`config.mk`:
```
export PLATFORM = sky130hd
export DESIGN_NAME = systolic_feed_ctrl
export DESIGN_NICKNAME = d
export VERILOG_FILES = /design/src/rtl/systolic_feed_ctrl.sv
export SDC_FILE = /design/constraint.sdc
export NUM_CORES = 1
export LEC_CHECK = 0
export CAP_MARGIN = 20
export CORE_MARGIN = 2
export CORE_UTILIZATION = 34
export CTS_CLUSTER_SIZE = 24
export DETAILED_ROUTE_END_ITERATION = 8
export MAX_ROUTING_LAYER = met4
export PLACE_DENSITY = 0.89
export REMOVE_ABC_BUFFERS = 1
export SLEW_MARGIN = 20
export SYNTH_ARGS = -nofsm -noshare
export SYNTH_HDL_FRONTEND = slang
export SYNTH_SLANG_ARGS = --single-unit
```
`constraint.sdc`:
```
create_clock -name clk -period 1.35 [get_ports clk]
set_input_delay 0.27 -clock clk [delete_from_list [all_inputs] [get_ports clk]]
set_output_delay 0.27 -clock clk [all_outputs]
set_load 0.005 [all_outputs]
```
`src/rtl/systolic_feed_ctrl.sv`:
```
// Feed sequencer for one bank of pre-skewed operand RAMs driving one edge of the systolic array.
// Optional FEED_STALL_EN adds a stall input that freezes FEED/DRAIN progress.
//
// state | meaning
// IDLE  | host owns the RAM port, waiting for start
// CLEAR | one-cycle accumulator clear
// FEED  | stream addresses 0..LENGTH-1, then one cycle for the last read to land
// DRAIN | array keeps shifting so the skewed wavefront reaches the far edge
// DONE  | one-cycle completion pulse
module systolic_feed_ctrl #(
  parameter int ADDR_WIDTH   = 4,
  parameter int LENGTH       = 16,
  parameter int DATA_WIDTH   = 16,
  parameter int DRAIN_CYCLES = 7,
  parameter int CNT_WIDTH    = 5
) (
  input  logic                  clk,
  input  logic                  rst,
`ifdef FEED_STALL_EN
  input  logic                  stall,
`endif
  input  logic                  start,
  input  logic                  host_we,
  input  logic [ADDR_WIDTH-1:0] host_addr,
  input  logic [DATA_WIDTH-1:0] host_di,
  output logic                  host_rdy,
  output logic                  ram_en,
  output logic                  ram_we,
  output logic [ADDR_WIDTH-1:0] ram_addr,
  output logic [DATA_WIDTH-1:0] ram_di,
  output logic                  pe_clear,
  output logic                  pe_en,
  output logic                  data_valid,
  output logic                  busy,
  output logic                  done
);

  typedef enum logic [2:0] {
    S_IDLE,
    S_CLEAR,
    S_FEED,
    S_DRAIN,
    S_DONE
  } state_t;

  localparam logic [CNT_WIDTH-1:0]  FEED_LAST  = CNT_WIDTH'(LENGTH);
  localparam logic [CNT_WIDTH-1:0]  DRAIN_LAST = CNT_WIDTH'((DRAIN_CYCLES > 0) ? DRAIN_CYCLES - 1 : 0);
  localparam logic [ADDR_WIDTH-1:0] ADDR_LAST  = ADDR_WIDTH'(LENGTH - 1);
  localparam bit                    HAS_DRAIN  = (DRAIN_CYCLES > 0);

  state_t               state;
  state_t               state_nxt;
  logic [CNT_WIDTH-1:0] cnt;
  logic                 stall_act;

  // Stall only matters while the run is actually streaming or draining.
`ifdef FEED_STALL_EN
  assign stall_act = stall & ((state == S_FEED) | (state == S_DRAIN));
`else
  assign stall_act = 1'b0;
`endif

  always_ff @(posedge clk) begin
    if (rst) begin
      state <= S_IDLE;
    end else begin
      state <= state_nxt;
    end
  end

  always_ff @(posedge clk) begin
    if (rst) begin
      cnt <= '0;
    end else if (state_nxt != state) begin
      cnt <= '0;
    end else if (((state == S_FEED) || (state == S_DRAIN)) && !stall_act) begin
      cnt <= cnt + 1'b1;
    end
  end

  // Aligned with the RAM's registered read data.
  always_ff @(posedge clk) begin
    if (rst) begin
      data_valid <= 1'b0;
    end else begin
      data_valid <= ram_en & ~ram_we & (state == S_FEED);
    end
  end

  always_comb begin
    state_nxt = state;
    ram_en    = 1'b0;
    ram_we    = 1'b0;
    ram_addr  = '0;
    ram_di    = '0;
    pe_clear  = 1'b0;
    pe_en     = 1'b0;
    case (state)
      S_IDLE: begin
        ram_en   = host_we;
        ram_we   = host_we;
        ram_addr = host_addr;
        ram_di   = host_di;
        if (start) begin
          state_nxt = S_CLEAR;
        end
      end
      S_CLEAR: begin
        pe_clear  = 1'b1;
        state_nxt = S_FEED;
      end
      S_FEED: begin
        if (cnt < FEED_LAST) begin
          ram_en   = ~stall_act;
          ram_addr = ADDR_WIDTH'(cnt);
        end else begin
          ram_addr = ADDR_LAST;
        end
        pe_en = data_valid & ~stall_act;
        if (!stall_act && (cnt == FEED_LAST)) begin
          state_nxt = HAS_DRAIN ? S_DRAIN : S_DONE;
        end
      end
      S_DRAIN: begin
        pe_en = ~stall_act;
        if (!stall_act && (cnt == DRAIN_LAST)) begin
          state_nxt = S_DONE;
        end
      end
      S_DONE: begin
        state_nxt = S_IDLE;
      end
      default: begin
        state_nxt = S_IDLE;
      end
    endcase
  end

  assign host_rdy = (state == S_IDLE);
  assign busy     = (state != S_IDLE);
  assign done     = (state == S_DONE);

endmodule

```
* Yosys cells after proc, flatten, opt, wreduce, memory -nomap -nowiden
Cells that the tools add are included.
** Storage, ports and cells
- Input port bits :: 24
- Output and inout bits :: 28
- Logic and storage cells :: 31
- Register bits :: 9
** Operators by class
- Multiplexer cells :: 12
- Reductions and logical operators :: 4
- Equality and inequality tests :: 7
- $add $sub $neg :: 1
- Order comparisons :: 1
- Bitwise operators :: 3
** Operators with widths (number)
- $mux W16 :: 1
- $pmux W3 S4 :: 1
- $mux W3 :: 3
- $pmux W4 S2 :: 1
- $eq A3 B2 Y1 const B :: 2
- $add A5 B1 Y5 const B :: 1
- $eq A5 B3 Y1 const B :: 1
- $eq A5 B5 Y1 const B :: 1
- $lt A5 B5 Y1 const B :: 1
- $mux W4 :: 1
- $pmux W1 S2 :: 2
- $eq A3 B1 Y1 const B :: 1
- $eq A3 B3 Y1 const B :: 1
- $logic_not A3 Y1 :: 1
- $mux W1 :: 3
- $ne A3 B3 Y1 :: 1
- $reduce_bool A3 Y1 :: 1
- $and A1 B1 Y1 :: 2
- $reduce_or A2 Y1 :: 1
- $logic_or A1 B1 Y1 :: 1
- $not A1 Y1 :: 1

* Depth between registers and ports, before layout
- Word-level depth :: 5
- Mapped depth :: 5
- Gate-level depth less buffers :: 5

* Worst setup path after synthesis
No wires, ideal clock.
- Path type :: register to output
- Start point :: reg state[1]
- End point :: out ram_di[10]
- Slack :: 0.016 ns
- Buffers on the path :: 2
- Stages on the path, launching flop included :: 5
- Arrival time :: 1.064 ns
- Path through :: dfxtp_1 > buf_4 > nor3_4 > buf_2 > and2_1
** On the way
- Word-level cells in the longest chain between the ends :: 2
** RTL lines
- start, declared :: line 51 : state_t state;
- start signal, assigned :: line 67 : state <= state_nxt;
- $logic_not A3 Y1
- net host_rdy :: line 26 : output logic host_rdy,
- $mux W16 :: line 98 : case (state)
- end, declared :: line 30 : output logic [DATA_WIDTH-1:0] ram_di,
The timed path passes the listed nets, and every way through them passes these cells.

* Worst setup path after layout
- Start point :: reg state[0]
- End point :: out ram_addr[0]
** On the way
- Word-level cells in the longest chain between the ends :: 2
- Elaborated cells on any way between the ends :: 3
- Those cells by class :: eq/ne (1); mux (1); reduce/logical (1)
** RTL lines
- $eq A3 B2 Y1 or $logic_not A3 Y1 (tied branches) :: line 98
- $pmux W4 S2 (*) :: line 98
- end, declared :: line 29 : output logic [ADDR_WIDTH-1:0] ram_addr,
Mark *: on every way between the ends. The rest lies on a longest branch, timed or not.

==> impl_metrics.json <==
{
  "r2r-end": "cnt[3]",
  "setup_viol_count_final": 33,
  "worst_min_delay_path_class": "reg2reg",
  "grt_antenna_before_repair": 0,
  "nNetsFinal": 212,
  "worst_setup_path_start_kind": "flip-flop",
  "timing.critical_path.required_ps": 1080,
  "avgRoutedWirePerCell_um": 22.5,
  "post_route_insts_no_fill": 211,
  "grt_pass1_wl_um": 6200,
  "row_count": 16,
  "global_route.usage.total": 0.344,
  "routed_via_density": 5.91,
  "share_of_the_cycle_needed_by_the_critical_path_after_routing": 1.28,
  "vdd_ir_drop_max_uv": 722,
  "detail_route.first_pass.iterations": 5,
  "power.share.clock": 0.175,
  "post-route-cell-area_mm2": 0.00177,
  "violations": "setup timing",
  "postRouteWirelength_um": 4740,
  "setup_repair_after_global_routing_missed_its_margin": "true",
  "pin_count_of_the_biggest_net_entering_global_routing": 9,
  "port_buffers": 51,
  "hold_start": "cnt[4]",
  "share_of_post_route_cells_with_drive_strength_above_1": 0.609,
  "postSynthRegisterBits": 9,
  "area_grow_syn2layout_pct": 145,
  "synth_cells": 96,
  "worstSetupEndpointType": "output pin",
  "start_util": 0.364,
  "synth_mux_area_frac": 0.0278,
  "combinational_fraction_of_design_power": 0.597,
  "worstSetupPathType": "reg2out",
  "min_delay_worst_endpoint": "data_valid",
  "totalPowerFinal_mw": 1.27,
  "core_region_area_mm2": 0.00198,
  "gp_weighted_congestion": 0.910,
  "multiInputGateArea_um2": 676,
  "area_share_of_fa_ha_maj_cells_after_synthesis": 0.0521,
  "cts_max_path_buffers": 2,
  "reg2reg_from": "state[2]",
  "clock_slew_at_the_register_clock_pins_of_the_worst_setup_and_hold_paths_ps": 70,
  "routed-via-count": 1246,
  "crit_path_max_fanout": 3,
  "synth-main-ff-cell": "dfxtp_1",
  "final-seq-area_um2": 194,
  "cts_inserted_buffers": 3,
  "sw_frac_of_total": 0.349,
  "drtIter0Drc": 69,
  "post_synthesis_cell_area_um2": 721,
  "drv.max_cap_violation_count": 0,
  "seqPwrFrac": 0.227,
  "critPathArrivalTime_ps": 1460,
  "reg2reg_depth": 6,
  "synth_area_per_cell_um2": 7.51,
  "status": "finished, violations left",
  "maxSlewViolCount": 0,
  "powerDensity_mw_per_mm2": 721,
  "cts_tree": "built",
  "worst_slew_pin_slew_ps": 371,
  "synth_warnings": 0,
  "synth_enable_flop_cells": 0,
  "clock_insertion_delay_worst_skew_ps": 270,
  "max_clock_freq_mhz": 580,
  "cts.sink_count": 9,
  "total_leakage_power_nw": 0.758,
  "post-place-cells": 185,
  "final_common_cell": "buf_6",
  "fraction_of_the_mapped_netlist_area_in_compound_gates": 0.172,
  "asyncSetResetFlopFracSynth": 0,
  "globalRoute.totalOverflow": 0,
  "fin_crit_period_ps": 1730,
  "die_w_um": 50.0,
  "synthXorXnorAreaFrac": 0.0122,
  "fillers": 77,
  "insertedDiodeCount": 0,
  "dp_hpwl_um": 2010,
  "clk_root_buffer_cell": "clkbuf_4",
  "largest_family_of_logic_cells_by_synthesized_area": "simple AND/OR/NAND/NOR gates",
  "die_y_um": 50.0,
  "dieArea_mm2": 0.00250,
  "reg2reg_slack_ps": -170,
  "hold_viol": 0,
  "htree_levels": 1,
  "ioPinCount": 52,
  "utilization_of_the_core_after_routing": 0.891,
  "yosys.cell_types.count": 29,
  "route.detailed.drc": 0,
  "synth-seq-area-share": 0.250,
  "critical_path.startpoint": "state[0]",
  "dpl_cell_area_mm2": 0.00136,
  "p_switching_uw": 445,
  "layout_common_cells": "buf_6, clkdlybuf4s50_1, buf_4, buf_2, and2_4",
  "whs_path_depth": 2,
  "postLayoutSetupSlackWorst_ps": -376,
  "first_global_vias": 1212,
  "antenna_left": 0,
  "finClkSkew_ps": 1.23,
  "post_synth_and_or_nand_nor_area_fraction": 0.415,
  "intPower_uw": 829,
  "max_slew_headroom": 0.752
}
power groups by stage:
stage               Sequential [mW]  Clock [mW]  Combinational, mW
floorplan                     0.309           0              0.142
global placement              0.298           0              0.475
detailed placement            0.298           0              0.490
CTS                           0.285       0.228              0.633
global route                  0.290       0.243              0.792
finish                        0.290       0.223              0.761
metal layers:
layer / global-route usage / vias up / part of all wire
met1: 0.341 / 585 / 0.34
met3: 0.0636 / 29 / 0.11
met4: 0.231 / 0 / 0.057
met2: 0.603 / 116 / 0.49
met5: - / - / 0
li1: - / 516 / -
cells by family (layout without fill, tap and decap cells):
logic type      count (synthesis)  count (layout)
buf+inv                        11              99
compound gates                 21              21
xor+xnor                        1               1
mux                             2               2
simple gates                   49              49
fa+ha+maj                       3               3
flops                           9               9
through the flow:
stage | setup TNS (ps) | hold WS [ps] | setup slack, ps
finish | -7690 | 599 | -376
floorplan | -343 | 347 | -142
detailed placement | -8240 | 571 | -795
global route | -9310 | 615 | -422
CTS | -6430 | 581 | -355
global placement | -7650 | 563 | -605
worst max path at each step:
stage	cells past startpoint	endpoint
3_5_place_dp	4	ram_addr[3]
6_report	6	ram_addr[0]
4_1_cts	6	ram_di[8]
2_1_floorplan	2	ram_addr[3]
5_1_grt	6	ram_addr[0]
3_3_place_gp	4	ram_addr[3]
cell type report:
class	instances	area share
Inverter	5	0.0106
Timing Repair Buffer	90	0.462
Clock inverter	1	0.00283
Sequential cell	9	0.110
Tap cell	27	0.0191
Multi-Input combinational cell	76	0.382
Clock buffer	3	0.0127
worst max-delay path: stages (launching register included):
cell     delay, ps
dfxtp_4        360
buf_6          120
buf_6          120
nor2_4         130
o21ai_1        100
a31oi_1        200
buf_2          150
Yosys cell counts (all sizes together) (3+ instances only):
cell / n / area, um2
a21oi: 3 / 15.0
and2: 18 / 113
inv: 5 / 18.8
nor3: 5 / 36.3
a31oi: 3 / 18.8
nand3: 3 / 15.0
nor2: 10 / 37.5
buf: 6 / 32.5
dfxtp: 9 / 180
o21ai: 10 / 50.1
ha: 3 / 37.5
registers in the layout, summed over array words and instances (netlist names):
signal,count
cnt,5
data_valid,1
state,3
repair_timing:
| action | 4_1_cts | 5_1_grt |
|---|---|---|
| buffers inserted | 17 | 9 |
| hold buffers | 0 | 0 |
| resized for setup | 158 | 38 |
| gates cloned | 2 | 0 |
| pin swaps | 26 | 7 |
| endpoints found under the setup margin | 34 | 35 |
No activity file was read; power rests on OpenSTA's default activity.
